--- config.mk ---
export PLATFORM = sky130hd
export DESIGN_NAME = alu_exec_unit
export DESIGN_NICKNAME = d
export VERILOG_FILES = /design/src/rtl/alu_exec_unit.sv
export SDC_FILE = /design/constraint.sdc
export NUM_CORES = 2
export LEC_CHECK = 0
export ABC_AREA = 1
export CORE_MARGIN = 1.5
export CORE_UTILIZATION = 35
export DETAILED_ROUTE_END_ITERATION = 12
export PLACE_DENSITY = 0.56
export SETUP_SLACK_MARGIN = 0.5
export SLEW_MARGIN = 10
export SYNTH_ARGS = -nofsm -noshare
export SYNTH_HDL_FRONTEND = slang
export SYNTH_SLANG_ARGS = --single-unit
--- constraint.sdc ---
create_clock -name iClk -period 5.45 [get_ports iClk]
set_input_delay 1.635 -clock iClk [delete_from_list [all_inputs] [get_ports iClk]]
set_output_delay 1.635 -clock iClk [all_outputs]
set_load 0.01 [all_outputs]
--- src/rtl/alu_exec_unit.sv ---
// EX-stage ALU with RV32M: decodes aluop/funct3/funct7, executes, and
// returns results over a valid/ready handshake; divide is iterative.
module alu_exec_unit #(
  parameter int XLEN     = 32,
  parameter int ENABLE_M = 1
) (
  input  logic            iClk,
  input  logic            iRstN,
  input  logic            iValid,
  output logic            oReady,
  input  logic [2:0]      iAluOp,
  input  logic [2:0]      iFunct3,
  input  logic [6:0]      iFunct7,
  input  logic [XLEN-1:0] iOpA,
  input  logic [XLEN-1:0] iOpB,
  input  logic            iFlush,
  output logic            oValid,
  input  logic            iReady,
  output logic [XLEN-1:0] oResult,
  output logic            oBranchTaken,
  output logic            oIllegal
);

  localparam int SW = $clog2(XLEN);
  localparam bit HAS_M = (ENABLE_M != 0);
  localparam logic [XLEN-1:0] MIN_NEG = {1'b1, {(XLEN-1){1'b0}}};
  localparam logic [6:0] F7_BASE = 7'b0000000;
  localparam logic [6:0] F7_ALT  = 7'b0100000;
  localparam logic [6:0] F7_MUL  = 7'b0000001;

  typedef enum logic [4:0] {
    OP_ADD, OP_SUB, OP_SLL, OP_SLT, OP_SLTU,
    OP_XOR, OP_SRL, OP_SRA, OP_OR, OP_AND,
    OP_PASSB, OP_MUL, OP_MULH, OP_MULHSU, OP_MULHU,
    OP_DIV, OP_DIVU, OP_REM, OP_REMU, OP_BR, OP_ILL
  } op_e;

  typedef enum logic {
    S_IDLE,
    S_DIV
  } state_e;

  function automatic op_e base_op(input logic [2:0] f3);
    unique case (f3)
      3'b000: return OP_ADD;
      3'b001: return OP_SLL;
      3'b010: return OP_SLT;
      3'b011: return OP_SLTU;
      3'b100: return OP_XOR;
      3'b101: return OP_SRL;
      3'b110: return OP_OR;
      3'b111: return OP_AND;
    endcase
  endfunction

  function automatic op_e m_op(input logic [2:0] f3);
    unique case (f3)
      3'b000: return OP_MUL;
      3'b001: return OP_MULH;
      3'b010: return OP_MULHSU;
      3'b011: return OP_MULHU;
      3'b100: return OP_DIV;
      3'b101: return OP_DIVU;
      3'b110: return OP_REM;
      3'b111: return OP_REMU;
    endcase
  endfunction

  state_e state_q;
  op_e    op;

  logic            ready;
  logic            accept;
  logic [XLEN-1:0] res;
  logic            br;
  logic            ill;
  logic            slow;

  logic [XLEN-1:0] rem_q;
  logic [XLEN-1:0] quo_q;
  logic [XLEN-1:0] dvs_q;
  logic [SW-1:0]   cnt_q;
  logic            negq_q;
  logic            negr_q;
  logic            remsel_q;

  assign ready  = (state_q == S_IDLE) && (!oValid || iReady);
  assign oReady = ready;
  assign accept = iValid && ready && !iFlush;

  always_comb begin
    op = OP_ILL;
    unique case (iAluOp)
      3'b000, 3'b101: op = OP_ADD;
      3'b001: begin
        if (iFunct3[2:1] != 2'b01) op = OP_BR;
      end
      3'b010: begin
        if (iFunct7 == F7_BASE) begin
          op = base_op(iFunct3);
        end else if (iFunct7 == F7_ALT) begin
          if (iFunct3 == 3'b000) op = OP_SUB;
          else if (iFunct3 == 3'b101) op = OP_SRA;
        end else if (HAS_M && iFunct7 == F7_MUL) begin
          op = m_op(iFunct3);
        end
      end
      3'b011: begin
        op = base_op(iFunct3);
        if (iFunct3 == 3'b001 && iFunct7 != F7_BASE)
          op = OP_ILL;
        if (iFunct3 == 3'b101) begin
          if (iFunct7 == F7_BASE) op = OP_SRL;
          else if (iFunct7 == F7_ALT) op = OP_SRA;
          else op = OP_ILL;
        end
      end
      3'b100: op = OP_PASSB;
      default: op = OP_ILL;
    endcase
  end

  logic [SW-1:0]     shamt;
  logic [XLEN-1:0]   sum;
  logic [XLEN-1:0]   diff;
  logic [XLEN-1:0]   sra_v;
  logic              eq;
  logic              lt;
  logic              ltu;
  logic              taken;
  logic              a_sx;
  logic              b_sx;
  logic [2*XLEN-1:0] mul_a;
  logic [2*XLEN-1:0] mul_b;
  logic [2*XLEN-1:0] prod;

  assign shamt = iOpB[SW-1:0];
  assign sum   = iOpA + iOpB;
  assign diff  = iOpA - iOpB;
  assign sra_v = $unsigned($signed(iOpA) >>> shamt);
  assign eq    = (iOpA == iOpB);
  assign lt    = ($signed(iOpA) < $signed(iOpB));
  assign ltu   = (iOpA < iOpB);

  // Extending both operands to 2*XLEN makes one unsigned multiply
  // serve all four signedness variants modulo 2^(2*XLEN).
  assign a_sx  = (op == OP_MULH || op == OP_MULHSU) && iOpA[XLEN-1];
  assign b_sx  = (op == OP_MULH) && iOpB[XLEN-1];
  assign mul_a = {{XLEN{a_sx}}, iOpA};
  assign mul_b = {{XLEN{b_sx}}, iOpB};
  assign prod  = mul_a * mul_b;

  always_comb begin
    taken = 1'b0;
    case (iFunct3)
      3'b000:  taken = eq;
      3'b001:  taken = !eq;
      3'b100:  taken = lt;
      3'b101:  taken = !lt;
      3'b110:  taken = ltu;
      3'b111:  taken = !ltu;
      default: taken = 1'b0;
    endcase
  end

  logic            dsgn;
  logic            b_zero;
  logic            d_ovf;
  logic [XLEN-1:0] fast_q;
  logic [XLEN-1:0] fast_r;
  logic [XLEN-1:0] a_mag;
  logic [XLEN-1:0] b_mag;

  assign dsgn   = (op == OP_DIV) || (op == OP_REM);
  assign b_zero = (iOpB == '0);
  assign d_ovf  = dsgn && (iOpA == MIN_NEG) && (iOpB == '1);
  assign fast_q = b_zero ? '1 : iOpA;
  assign fast_r = b_zero ? iOpA : '0;
  assign a_mag  = (dsgn && iOpA[XLEN-1]) ? -iOpA : iOpA;
  assign b_mag  = (dsgn && iOpB[XLEN-1]) ? -iOpB : iOpB;

  always_comb begin
    res  = '0;
    br   = 1'b0;
    ill  = 1'b0;
    slow = 1'b0;
    case (op)
      OP_ADD:    res = sum;
      OP_SUB:    res = diff;
      OP_SLL:    res = iOpA << shamt;
      OP_SLT:    res = {{(XLEN-1){1'b0}}, lt};
      OP_SLTU:   res = {{(XLEN-1){1'b0}}, ltu};
      OP_XOR:    res = iOpA ^ iOpB;
      OP_SRL:    res = iOpA >> shamt;
      OP_SRA:    res = sra_v;
      OP_OR:     res = iOpA | iOpB;
      OP_AND:    res = iOpA & iOpB;
      OP_PASSB:  res = iOpB;
      OP_MUL:    res = prod[XLEN-1:0];
      OP_MULH,
      OP_MULHSU,
      OP_MULHU:  res = prod[2*XLEN-1:XLEN];
      OP_DIV,
      OP_DIVU: begin
        res  = fast_q;
        slow = !(b_zero || d_ovf);
      end
      OP_REM,
      OP_REMU: begin
        res  = fast_r;
        slow = !(b_zero || d_ovf);
      end
      OP_BR:     br = taken;
      default:   ill = 1'b1;
    endcase
  end

  // One restoring step; the shifted partial remainder needs XLEN+1
  // bits because an unsigned divisor may use the full width.
  logic [XLEN:0]   shifted;
  logic            ge;
  logic [XLEN-1:0] rem_nx;
  logic [XLEN-1:0] quo_nx;
  logic [XLEN-1:0] q_fin;
  logic [XLEN-1:0] r_fin;
  logic [XLEN-1:0] div_res;

  assign shifted = {rem_q, quo_q[XLEN-1]};
  assign ge      = (shifted >= {1'b0, dvs_q});
  assign rem_nx  = ge ? shifted[XLEN-1:0] - dvs_q : shifted[XLEN-1:0];
  assign quo_nx  = {quo_q[XLEN-2:0], ge};
  assign q_fin   = negq_q ? -quo_nx : quo_nx;
  assign r_fin   = negr_q ? -rem_nx : rem_nx;
  assign div_res = remsel_q ? r_fin : q_fin;

  logic div_last;
  assign div_last = (state_q == S_DIV) && (cnt_q == '1);

  always_ff @(posedge iClk or negedge iRstN) begin
    if (!iRstN) begin
      state_q      <= S_IDLE;
      oValid       <= 1'b0;
      oResult      <= '0;
      oBranchTaken <= 1'b0;
      oIllegal     <= 1'b0;
    end else if (iFlush) begin
      state_q <= S_IDLE;
      oValid  <= 1'b0;
    end else if (accept && !slow) begin
      oValid       <= 1'b1;
      oResult      <= res;
      oBranchTaken <= br;
      oIllegal     <= ill;
    end else if (accept) begin
      state_q <= S_DIV;
      oValid  <= 1'b0;
    end else if (div_last) begin
      state_q      <= S_IDLE;
      oValid       <= 1'b1;
      oResult      <= div_res;
      oBranchTaken <= 1'b0;
      oIllegal     <= 1'b0;
    end else if (iReady) begin
      oValid <= 1'b0;
    end
  end

  always_ff @(posedge iClk or negedge iRstN) begin
    if (!iRstN) begin
      rem_q    <= '0;
      quo_q    <= '0;
      dvs_q    <= '0;
      cnt_q    <= '0;
      negq_q   <= 1'b0;
      negr_q   <= 1'b0;
      remsel_q <= 1'b0;
    end else if (accept && slow) begin
      rem_q    <= '0;
      quo_q    <= a_mag;
      dvs_q    <= b_mag;
      cnt_q    <= '0;
      negq_q   <= dsgn && (iOpA[XLEN-1] ^ iOpB[XLEN-1]);
      negr_q   <= dsgn && iOpA[XLEN-1];
      remsel_q <= (op == OP_REM) || (op == OP_REMU);
    end else if (state_q == S_DIV && !iFlush) begin
      rem_q <= rem_nx;
      quo_q <= quo_nx;
      cnt_q <= cnt_q + 1'b1;
    end
  end

endmodule

**After elaboration in Yosys (flattened, before gate mapping)**

Memories as Yosys holds them, arrays and structs flattened.
Cells that the tools add are included.

- Register bits after elaboration: 140
- ROM bits: 104
- Input bits: 82
- Output and inout bits: 36
- Logic and storage cells: 164
- Memories: 3

Memories:

| memory | words | bits a word | read ports | clocked after memory_dff | wr ports | line | text |
|---|---|---|---|---|---|---|---|
| (name not given) | 8 | 5 | 1 | 0 | 0 | 57 | `unique case (f3)` |
| (name not given) | 8 | 4 | 1 | 0 | 0 | 44 | `unique case (f3)` |
| (name not given) | 8 | 4 | 1 | 0 | 0 | 44 |  |

- Add/sub/neg operators: 8
- Multiply operators: 1
- $lt $le $gt $ge: 3
- Eq/ne operators: 38
- Shift-type cells: 3
- Muxes and demuxes: 45
- Bitwise gates (word level): 6
- Reductions and logical operators: 45

Operator list:

| kind | count |
|---|---|
| 32-bit 2-to-1 mux | 15 |
| 32-bit one-hot mux with 15 select lines | 1 |
| 32-bit negator | 4 |
| 32-bit == test, second input constant | 2 |
| 32-bit < comparator | 2 |
| 33-bit by 33-bit multiplier with 64-bit output | 1 |
| 32-bit subtractor | 2 |
| 5-bit 2-to-1 mux | 11 |
| 5-bit by 4-bit == test with 1-bit output, second input constant | 8 |
| 33-bit by 32-bit greater-or-equal comparator with 1-bit output | 1 |
| 32-bit adder | 1 |
| 32-bit AND | 1 |
| 32-bit == test | 1 |
| 32-bit zero test | 1 |
| 32-bit OR | 1 |
| 32-bit by 5-bit left shift with 32-bit output | 1 |
| 32-bit by 5-bit right shift with 32-bit output | 1 |
| 32-bit by 5-bit >>> shifter with 32-bit output | 1 |
| 32-bit XOR | 1 |
| 5-bit == test, second input constant | 5 |
| 5-bit one-hot mux with 5 select lines | 1 |
| 5-bit by 3-bit == test with 1-bit output, second input constant | 4 |
| 20-bit OR reduction | 1 |
| 3-bit == test, second input constant | 6 |
| 29 further kinds | 76 |

**Logic depth before layout (Yosys ltp)**

- Depth after elaboration: 17
- Depth in mapped cells: 45
- Gate-level depth less buffers: 44

**Worst setup path after synthesis**

OpenSTA, ideal clock, no wires.

- Path type: input port to flip-flop
- Start point: input port iFunct3[1]
- End point: register oResult[19]
- Library setup time: 0.118 ns
- Arrival time: 10.521 ns
- Data required time: 5.332 ns
- Slack: -5.188 ns
- Cell stages on the path: 42
- Buffers on the path: 2
- Cells stage by stage: inv_1 ha_1 nand2_1 inv_1 nand2_1 nand4_1 nand3_1 clkbuf_1 nor2_1 nand3_1 clkbuf_1 nor2_1 fa_1 inv_1 fa_1 inv_1 fa_1 inv_1 [6 not listed] fa_1 inv_1 ha_1 a21oi_1 inv_1 a31oi_1 o21ai_0 a21oi_1 nand3_1 or2_2 nand3_1 o21ai_0 nor3_1 nand3_1 nand2_1 nand2_1 a21oi_1 nor2_1

- Cells in the longest elaborated chain, start to end: 17
- Elaborated cells on any way between the ends: 57

RTL lines:

| item | line | text |
|---|---|---|
| from (decl) | 12 | `input logic [2:0] iFunct3,` |
| parallel branches: the longest is 5 deep, another holds memory read 8 x 5 bit | n/a |  |
| 5-bit one-hot mux with 5 select lines (*) | 93 | `unique case (iAluOp)` |
| parallel branches: the longest is 11 deep, another holds 33-bit by 33-bit multiplier with 64-bit output | n/a |  |
| to (signal assigned) | 251 | `oResult <= res;` |
| to (signal assigned) | 260 | `oResult <= div_res;` |
| to (decl) | 19 | `output logic [XLEN-1:0] oResult,` |

Every way passes the cells marked *.
A chain may end at the register's enable or synchronous reset.

**Worst setup path in the final report**

- Start point: input port iFunct7[0]
- End point: register oResult[20]

- Cells in the longest elaborated chain, start to end: 16
- Elaborated cells on any way between the ends: 53

RTL lines:

| item | line | text |
|---|---|---|
| from (decl) | 13 | `input logic [6:0] iFunct7,` |
| 7-bit by 6-bit == test with 1-bit output (tied with other cells) | 101, 114 |  |
| 5-bit 2-to-1 mux (tied with other cells) | 114 | `else if (iFunct7 == F7_ALT) op = OP_SRA;` |
| 5-bit 2-to-1 mux (on tied branches) | 113, 101, 110 |  |
| 5-bit 2-to-1 mux (on tied branches) | 112, 99 |  |
| 5-bit one-hot mux with 5 select lines (*) | 93 |  |
| parallel branches: the longest is 11 deep, another holds 33-bit by 33-bit multiplier with 64-bit output | n/a |  |

Marks and branches as above.

==> flow_metrics.tcl <==
set metrics [dict create \
    reg2reg_depth 32 \
    num_rows 154 \
    crit_type "input pin to register" \
    vias 66273 \
    netlist_area_um2 62200 \
    die_area_um2 180000 \
    status "finished with violations" \
    setup_viol 32 \
    htreeDepth 4 \
    violations "DRC, setup timing" \
    io_buffers 117 \
    grt_max_degree 77 \
    drive_gt1_frac 0.236 \
    core_area_um2 176000 \
    final_area_um2 82500 \
    clock_sinks 140 \
    grt-ovfl-total 0 \
    wl_mm 333 \
    drv_cap 0 \
    seqCellArea_um2 3500 \
    startpoint_type "input pin" \
    maxSlewHeadroom 0.343 \
    synthFlopType "dfrtp_1" \
    synth_seq_area_share 0.0563 \
    tightest_slew_ps 982 \
    hp-class "register to register" \
    clk_latency_ps 550 \
    clk_path_buf_depth 2 \
    hold_buffers 0 \
    clkTransAtPathRegs_ps 90 \
    place_area_um2 78100 \
    async_flop_share 1.00 \
    clock_skew_ps 35.7 \
    die_y_um 425 \
    nets 11918 \
    nFillCells 18075 \
    synthDistinctLibCells 60 \
    start_util 0.353 \
    yosys_warnings 0 \
    multi_input_area_um2 52100 \
    synthesis.nets 10531 \
    die_w_um 425 \
    final_cell_mix "nand2_1, inv_1, buf_4" \
    required_ps 5860 \
    num_io_pins 118 \
    grt_pass1_vias 68583 \
    synthCells 8968 \
    syn_avg_cell_area_um2 6.94 \
    period_share 1.81 \
    hpwlAfterDp_mm 290 \
    rsz0062_at_grt "true" \
    via_per_inst 5.21 \
    cts_root_buf "clkbuf_16" \
    grt_pass1_wl_mm 477 \
    final_common_cell "nand2_1" \
    regToRegSetupSlack_ps 200 \
    ys_seq_elements 140 \
    routedWlPerCell_um 26.2 \
    cts_tree "built" \
    syn_to_final_growth_pct 32.6 \
    fin_tns_setup_ps -132910 \
    drc 14 \
    antenna_found_initial 23 \
    fin_crit_ps 9850 \
    maxSlewViolCount 0 \
    fmax_mhz 102 \
    cp_slowest_stage_delay_ps 590 \
    synth_edf_count 0 \
    detail_route.first_pass.iterations 12 \
    place_ws_ps -5800 \
    ant_nets 0 \
    hold_depth 2 \
    critPathMaxFanout 5 \
    post-route-worst-setup-slack_ps -4400 \
    tritoncts.num_buffers 17 \
    final-hold-violation-count 0 \
    gp_congestion 1.08 \
    worst_path_most_repeated_cell "buf_6" \
    end_kind "register" \
    crit_arrival_ps 10260 \
    drt-initial-drc-count 5738 \
    grt_usage 0.367 \
    cp_slowest_cell "fa_2" \
]
==> cells by family (layout without fill, tap and decap cells) <==
logic type	after synthesis	after routing	synth area share
other	0	7	0
muxes	7	7	0.00113
xor gates and xnor gates	130	130	0.0183
DFF	140	140	0.0563
buffers and inverters	2546	3946	0.155
AOI/OAI and AO/OA	1107	1107	0.102
adders and majority gates	1481	1481	0.434
and+or+nand+nor	3557	3557	0.234
==> cell type report <==
cell class | count | area share
Timing Repair Buffer | 1808 | 0.185
Inverter | 2106 | 0.0966
Tap cell | 2340 | 0.0355
Clock inverter | 14 | 0.00250
Clock buffer | 18 | 0.00532
Sequential cell | 140 | 0.0425
Antenna cell | 7 | 0.000212
Multi-Input combinational cell | 6282 | 0.632
==> sequential cells by signal, indices dropped and copies added (netlist names), 5 cells and up <==
register,count
dvs_q,32
oResult,32
quo_q,32
rem_q,32
cnt_q,5
==> final timing paths <==
| path | startpoint | endpoint |
|---|---|---|
| worst max-delay path | iFunct7[0] | oResult[20] |
| worst min-delay path | oResult[9] | oResult[9] |
| worst max register to register | dvs_q[12] | oResult[30] |
| worst min register to register | oResult[9] | oResult[9] |
| max in group asynchronous | iRstN | dvs_q[27] |
| min in group asynchronous | iRstN | quo_q[25] |
==> cells in the mapped netlist (8+ instances only) <==
cell type | instances | share of area
buf_2 | 25 | 0.0020
a21oi_1 | 380 | 0.031
dfrtp_1 | 140 | 0.056
nand2_2 | 9 | 0.00091
xor2_1 | 96 | 0.014
a21boi_0 | 9 | 0.0011
a31oi_1 | 30 | 0.0030
or2_2 | 42 | 0.0042
a211oi_1 | 17 | 0.0021
nand3b_1 | 20 | 0.0024
fa_1 | 1128 | 0.36
o21ai_1 | 11 | 0.00088
o2111ai_1 | 10 | 0.0014
o21a_1 | 10 | 0.0012
o22ai_1 | 102 | 0.010
o221ai_1 | 29 | 0.0041
nor2_1 | 641 | 0.039
o21ai_0 | 378 | 0.030
clkbuf_1 | 277 | 0.017
and3_1 | 8 | 0.00080
buf_4 | 8 | 0.00097
nor4_1 | 27 | 0.0027
xnor2_1 | 34 | 0.0048
o31ai_1 | 24 | 0.0029
o211ai_1 | 30 | 0.0036
nand2_1 | 2222 | 0.13
inv_1 | 2086 | 0.13
a21o_1 | 23 | 0.0028
nand3_1 | 386 | 0.031
buf_1 | 127 | 0.0077
ha_1 | 353 | 0.071
inv_2 | 13 | 0.00078
nor3_1 | 115 | 0.0093
o21bai_1 | 25 | 0.0030
nand4_1 | 63 | 0.0063
==> metal layers <==
metal	track usage	up-vias	share of wire
met5	0	-	0.00035
met4	0.234	16	0.079
met3	0.0580	807	0.065
met2	0.613	2640	0.47
met1	0.440	33043	0.39
li1	-	29767	-
==> worst max-delay path: cells and delay by family <==
kind	cells	cell delay, ps
fa+ha+maj	9	4520
compound gates	2	220
xor+xnor	1	110
buf+inv	18	1660
simple gates	17	2070
==> metrics by stage <==
stage | std cells | hold WS (ps) | util
after detailed placement | 12577 | 474 | 0.443
after CTS | 12658 | 495 | 0.457
final | 12715 | 487 | 0.468
after global placement | 12577 | 475 | 0.443
after global routing | 12711 | 524 | 0.468
after floorplan | 8968 | 453 | -
==> what timing repair did <==
item | 4_1_cts | 5_1_grt
setup endpoints to repair | 135 | 44
resized for setup | 430 | 393
endpoints found under the hold margin | 0 | 0
pin swaps | 151 | 223
gates cloned | 0 | 1
buffers inserted | 49 | 49
Power is left out: the tool's default activity adds up to more than one toggle a clock period on the data nets, which glitch-free logic cannot reach.
